<file path="src/rtl/tile_config_regfile_if.sv">
// Configuration request / readback bus for one PE tile.
// The master side issues config requests and consumes readback words;
// the slave side (the tile register file) accepts requests and returns data.
interface tile_config_regfile_if;
  logic        config_valid;
  logic        config_ready;
  logic        config_write;
  logic [31:0] config_addr;
  logic [31:0] config_data;
  logic        config_lock;
  logic        read_valid;
  logic        read_ready;
  logic [31:0] read_data;
  logic        addr_err;

  modport master (
    output config_valid, config_write, config_addr, config_data, config_lock, read_ready,
    input  config_ready, read_valid, read_data, addr_err
  );

  modport slave (
    input  config_valid, config_write, config_addr, config_data, config_lock, read_ready,
    output config_ready, read_valid, read_data, addr_err
  );
endinterface

</file>
<file path="src/rtl/tile_config_regfile.sv">
// Per-tile configuration register file.
// Decodes {tile id, reg id} against tile_id, supports addressed and broadcast
// writes, a write lock, and single-outstanding readback over valid/ready.
//
//   state | meaning
//   IDLE  | ready for a request; writes complete here at one per cycle
//   RESP  | holding a readback word until the consumer takes it
module tile_config_regfile #(
  parameter int          NUM_REGS = 4,
  parameter int          REG_W    = 32,
  parameter logic [15:0] BCAST_ID = 16'hFFFF
) (
  input  logic                      clk,
  input  logic                      reset,
  input  logic [15:0]               tile_id,
  tile_config_regfile_if.slave      cfg,
  output logic [NUM_REGS-1:0]       config_en,
  output logic [NUM_REGS*REG_W-1:0] config_regs
);

  typedef enum logic {IDLE, RESP} state_t;

  localparam logic [16:0] NUM_REGS_L = 17'(NUM_REGS);

  state_t               state_q, state_d;
  logic [REG_W-1:0]     regs_q [NUM_REGS];
  logic [REG_W-1:0]     regs_d [NUM_REGS];
  logic [NUM_REGS-1:0]  config_en_q, config_en_d;
  logic                 read_valid_q, read_valid_d;
  logic [31:0]          read_data_q, read_data_d;
  logic                 addr_err_q, addr_err_d;

  logic                 accept;
  logic [15:0]          tid;
  logic [15:0]          rid;
  logic                 hit;
  logic                 bcast;
  logic                 rid_ok;
  logic                 wr_do;
  logic                 wr_rej;
  logic                 rd_do;
  logic [31:0]          rd_word;

  // Ready only while idle and out of reset, so it drops the instant reset asserts.
  assign cfg.config_ready = (state_q == IDLE) && reset;
  assign cfg.read_valid   = read_valid_q;
  assign cfg.read_data    = read_data_q;
  assign cfg.addr_err     = addr_err_q;
  assign config_en        = config_en_q;

  // Request decode: hit has priority over broadcast, so a tile whose id equals
  // BCAST_ID still serves reads.
  always_comb begin
    accept = cfg.config_valid & cfg.config_ready;
    tid    = cfg.config_addr[31:16];
    rid    = cfg.config_addr[15:0];
    hit    = (tid == tile_id);
    bcast  = (tid == BCAST_ID);
    rid_ok = ({1'b0, rid} < NUM_REGS_L);
    wr_do  = accept & cfg.config_write & (hit | bcast) & rid_ok & ~cfg.config_lock;
    wr_rej = accept & cfg.config_write & hit & (~rid_ok | cfg.config_lock);
    rd_do  = accept & ~cfg.config_write & hit;
  end

  // Register write, update strobes and readback mux; an out-of-range rid selects nothing, so reads return 0.
  always_comb begin
    regs_d      = regs_q;
    config_en_d = '0;
    rd_word     = '0;
    for (int k = 0; k < NUM_REGS; k++) begin
      if (rid == 16'(k)) begin
        rd_word = 32'(regs_q[k]);
        if (wr_do) begin
          regs_d[k]      = cfg.config_data[REG_W-1:0];
          config_en_d[k] = 1'b1;
        end
      end
    end
  end

  // Next-state and readback channel; any rejected hit request pulses addr_err for one cycle.
  always_comb begin
    state_d      = state_q;
    read_valid_d = read_valid_q;
    read_data_d  = read_data_q;
    addr_err_d   = wr_rej | (rd_do & ~rid_ok);
    case (state_q)
      IDLE: begin
        if (rd_do) begin
          state_d      = RESP;
          read_valid_d = 1'b1;
          read_data_d  = rd_word;
        end
      end
      RESP: begin
        if (read_valid_q && cfg.read_ready) begin
          state_d      = IDLE;
          read_valid_d = 1'b0;
        end
      end
      default: state_d = IDLE;
    endcase
  end

  // State, registers and pulse outputs; reset drops any pending response.
  always_ff @(posedge clk or negedge reset) begin
    if (!reset) begin
      state_q      <= IDLE;
      config_en_q  <= '0;
      read_valid_q <= 1'b0;
      read_data_q  <= '0;
      addr_err_q   <= 1'b0;
      for (int k = 0; k < NUM_REGS; k++) regs_q[k] <= '0;
    end else begin
      state_q      <= state_d;
      config_en_q  <= config_en_d;
      read_valid_q <= read_valid_d;
      read_data_q  <= read_data_d;
      addr_err_q   <= addr_err_d;
      for (int k = 0; k < NUM_REGS; k++) regs_q[k] <= regs_d[k];
    end
  end

  // Flatten the register array onto the config bus; reg k at [k*REG_W +: REG_W].
  always_comb begin
    config_regs = '0;
    for (int k = 0; k < NUM_REGS; k++) config_regs[k*REG_W +: REG_W] = regs_q[k];
  end

endmodule
</file>
<file path="src/flat_wrapper.sv">
// flat-port wrapper written by rule: the top's interface ports become plain ports
module tile_config_regfile_flat 
#(
  parameter int          NUM_REGS = 4,
  parameter int          REG_W    = 32,
  parameter logic [15:0] BCAST_ID = 16'hFFFF
)
  (clk, reset, tile_id, config_en, config_regs, cfg_config_valid, cfg_config_write, cfg_config_addr, cfg_config_data, cfg_config_lock, cfg_read_ready, cfg_config_ready, cfg_read_valid, cfg_read_data, cfg_addr_err);
  tile_config_regfile_if cfg_i ();
  input  logic clk;
  input  logic reset;
  input  logic [15:0] tile_id;
  output logic [NUM_REGS-1:0] config_en;
  output logic [NUM_REGS*REG_W-1:0] config_regs;
  input wire logic [$bits(cfg_i.config_valid)-1:0] cfg_config_valid;
  input wire logic [$bits(cfg_i.config_write)-1:0] cfg_config_write;
  input wire logic [$bits(cfg_i.config_addr)-1:0] cfg_config_addr;
  input wire logic [$bits(cfg_i.config_data)-1:0] cfg_config_data;
  input wire logic [$bits(cfg_i.config_lock)-1:0] cfg_config_lock;
  input wire logic [$bits(cfg_i.read_ready)-1:0] cfg_read_ready;
  output wire logic [$bits(cfg_i.config_ready)-1:0] cfg_config_ready;
  output wire logic [$bits(cfg_i.read_valid)-1:0] cfg_read_valid;
  output wire logic [$bits(cfg_i.read_data)-1:0] cfg_read_data;
  output wire logic [$bits(cfg_i.addr_err)-1:0] cfg_addr_err;
  assign cfg_i.config_valid = cfg_config_valid;
  assign cfg_i.config_write = cfg_config_write;
  assign cfg_i.config_addr = cfg_config_addr;
  assign cfg_i.config_data = cfg_config_data;
  assign cfg_i.config_lock = cfg_config_lock;
  assign cfg_i.read_ready = cfg_read_ready;
  assign cfg_config_ready = cfg_i.config_ready;
  assign cfg_read_valid = cfg_i.read_valid;
  assign cfg_read_data = cfg_i.read_data;
  assign cfg_addr_err = cfg_i.addr_err;
  tile_config_regfile #(.NUM_REGS(NUM_REGS), .REG_W(REG_W), .BCAST_ID(BCAST_ID)) u_core (.clk(clk), .reset(reset), .tile_id(tile_id), .cfg(cfg_i), .config_en(config_en), .config_regs(config_regs));
endmodule
</file>
<file path="config.mk">
export PLATFORM = sky130hd
export DESIGN_NAME = tile_config_regfile_flat
export DESIGN_NICKNAME = d
export VERILOG_FILES = /design/src/rtl/tile_config_regfile_if.sv /design/src/rtl/tile_config_regfile.sv /design/src/flat_wrapper.sv
export SDC_FILE = /design/constraint.sdc
export NUM_CORES = 1
export LEC_CHECK = 0
export CAP_MARGIN = 10
export CORE_ASPECT_RATIO = 0.5
export CORE_MARGIN = 1.5
export CORE_UTILIZATION = 46
export DETAILED_ROUTE_END_ITERATION = 10
export GPL_ROUTABILITY_DRIVEN = 0
export PLACE_DENSITY = 0.77
export SLEW_MARGIN = 25
export SYNTH_ARGS = -nofsm -noshare
export SYNTH_HDL_FRONTEND = slang
export SYNTH_SLANG_ARGS = --single-unit
</file>
<file path="constraint.sdc">
create_clock -name clk -period 2.22 [get_ports clk]
set_input_delay 0.666 -clock clk [delete_from_list [all_inputs] [get_ports clk]]
set_output_delay 0.666 -clock clk [all_outputs]
set_load 0.005 [all_outputs]
</file>
==> results.cfg <==
[logic_synthesis]
synth.area.top_cells = dfrtp_1 (56%), mux2_1 (14%), mux2_2 (10%)
synth_seq_area_share_pct = 56.4
synth_area_leader_cell = dfrtp_1
synth_top_area_share_pct = 56.4
synthCells = 475
ys_warn_count = 0
synth_seq_cells = 167
synth_cell_types = 21
syn_area_sq_mm = 0.00741
synth.net_count = 561
syn-mean-instance-area_sq_um = 15.6

[final_layout]
final_cell_mix = clkdlybuf4s50_1 (202), dfrtp_1 (167), mux2_2 (67), mux2_4 (60), mux2_1 (33)
drive_gt1_share_pct = 38.5
synthToLayoutAreaGrowth_pct = 56.1
fillers = 979
antenna_cells = 0
multiInputGateArea_sq_mm = 0.00351
finalInstanceArea_sq_mm = 0.0116
nNetsFinal = 858
final_common_cell = clkdlybuf4s50_1
regArea_sq_mm = 0.00418

[grt]
antenna_found_initial = 0
grt_usage_pct = 25.5
grt_remaining_overflow = 0
grt_start_max_net_pins = 110
grt_pass1_wl_microns = 32400
grt_pass1_vias = 5657

[floorplanning]
initial_core_util_pct = 47.5
rows = 32
die_w_microns = 182
core_sq_mm = 0.0156
die_area_sq_mm = 0.0169
io_pins = 253
die_y_microns = 92.7

[pwr]
power.density_mw_per_mm2 = 540
swShare_pct = 24.6
p_int_uw = 4710
ir_drop_mv = 0.584
pwr-share-clk_pct = 45.2
p_leak_uw = 0.00548
p_comb_share_pct = 6.1
p_seq_share_pct = 48.7
power.switching_uw = 1530
p_total_uw = 6240

[sta]
fin_skew_ns = 0.0142
rsz0062_at_grt = yes
min_period_ns = 2.27
period_share_pct = 102
hold_viol = 0
tns_ns = -0.861
max_slew_margin_pct = 48.6
setup_slack_ns = -0.0498
tightest_slew_ns = 0.771
max_freq_mhz = 441
report.final.slew_viol_count = 0
setup_viol = 44

[cts]
cts_sinks = 167
clk_latency_ns = 0.41
cts-hold-fix-buffers = 0
clockBufferDepth = 2
h-tree-depth = 4
cts_made_buffers = 17
cts_tree = yes
clockRootBuffer = clkbuf_16
clk_pin_slew_ns = 0.07

[critical_path]
cp_slowest_cell = clkdlybuf4s50_1
path_cells = clkdlybuf4s50_1 -> nand2_2 -> nor4b_4 -> buf_6 -> buf_12 -> o2111ai_4 -> buf_12 -> clkbuf_16 -> mux2_4
critPathKind = input port to register
crit_family = buffers and inverters
path_buf_inv = 5
crit_top_cell = buf_12
worstSetupEndpointType = register
worstSetupStartpointType = input port
max_stage_delay_ns = 0.47
worstPathArrival_ns = 2.56
crit_start = cfg_config_valid
critPathRequiredTime_ns = 2.51
r2r-start = u_core.state_q$_DFF_PN0_
cp_max_fo = 6

[status]
outcome = complete, but fails checks
violations = setup timing

[routing]
drt-vias-per-instance = 5.42
vias = 5358
wirelength_microns = 21800
wl_per_cell_microns = 22.0
drtAntennaViolNets = 0
firstDrtPassIters = 4
drt_iter0_drc = 237
drcViolationCount = 0

[min_path]
hold_path.class = input port to asynchronous set/reset pin

[placed_design]
port_buffers = 252
postPlaceCellArea_sq_mm = 0.0107
pre_cts_slack_ns = -0.814
dpl.hpwl_microns = 14700

[job]
maxCapViolations = 0
## sequential cells by signal, indices dropped and copies added, names as in the netlist
| name | count |
|---|---|
| u_core.config_regs | 128 |
| u_core.config_en | 4 |
| u_core.cfg.addr_err | 1 |
| u_core.cfg.read_data | 32 |
| u_core.cfg.read_valid | 1 |
| u_core.state_q | 1 |
## power by group through the flow
stage,Sequential (uW),Combinational [uW],Clock (uW)
final,3040,379,2820
after global routing,3040,408,3020
after CTS,3040,378,2890
after detailed placement,3100,398,0
after global placement,3100,394,0
after floorplan,3100,92.7,0
## per-stage QoR
| step | std cells | hold WS [ns] | util [%] |
|---|---|---|---|
| floorplan | 475 | 0.370 | - |
| global placement | 944 | 0.483 | 68.4 |
| detailed placement | 944 | 0.491 | 68.4 |
| CTS | 984 | 0.447 | 72.9 |
| global route | 989 | 0.474 | 74.2 |
| finish | 989 | 0.437 | 74.2 |
## cell families after synthesis
kind of cell / after synthesis / synth area share, %
mux: 192 / 34.1
flops: 167 / 56.4
simple gates: 67 / 5.49
buf+inv: 28 / 1.60
xor+xnor: 16 / 1.89
compound gates: 5 / 0.524
## repair_timing
action	CTS	global route
cloned	1	5
endpoints found under the hold margin	0	0
pin swaps	30	29
setup buffers	8	1
resized for setup	121	83
setup endpoints to repair	166	158
## path summary, 6_finish.rpt
path                                                        end  cells past startpoint  slack (ns)
setup / recovery             u_core.config_regs[16]$_DFFE_PN0P_                      9       -0.05
hold / removal                u_core.config_regs[4]$_DFFE_PN0P_                      2        0.44
setup reg to reg             u_core.config_regs[16]$_DFFE_PN0P_                     10        0.01
hold reg to reg            u_core.cfg.read_data[27]$_DFFE_PN0P_                      1        0.51
max in group asynchronous   u_core.config_regs[127]$_DFFE_PN0P_                      3        0.70
min in group clk           u_core.cfg.read_data[27]$_DFFE_PN0P_                      1        0.51
## Yosys cell counts
master,number
a21oi_1,1
buf_1,3
buf_2,11
clkbuf_1,12
dfrtp_1,167
inv_1,2
mux2_1,92
mux2_2,68
mux4_2,32
nand2_1,9
nand4_1,9
nor2_1,4
nor2b_1,33
nor3b_1,1
nor4_1,8
nor4_2,1
nor4b_2,1
o2111ai_1,3
o211ai_1,1
or4b_2,1
xnor2_1,16
## worst reg2reg max path, cell delays in order, from the launching register on
cell       delay [ns]
dfrtp_1          0.41
nor2b_2          0.14
buf_4            0.12
nand2_2          0.08
nor4b_4          0.29
buf_6            0.14
buf_12           0.11
o2111ai_4        0.13
buf_12           0.19
clkbuf_16        0.17
mux2_4           0.31
## routing by layer
metal	up-vias	track usage [%]	share of wire (%)
met5	-	0	0
met3	16	5.78	5.2
met4	0	6.89	0.96
met1	2793	32.3	43
li1	2356	-	-
met2	193	44.4	51
## layout make-up
type	count	share of cell area, %
well taps	204	2.21
clock buffers	17	3.68
clock inverters	15	1.16
inverters	2	0.0649
repair buffers	304	26.4
flip-flops and latches	167	36.1
multi-input cells	280	30.3
Power figures use the tool's default switching activity.
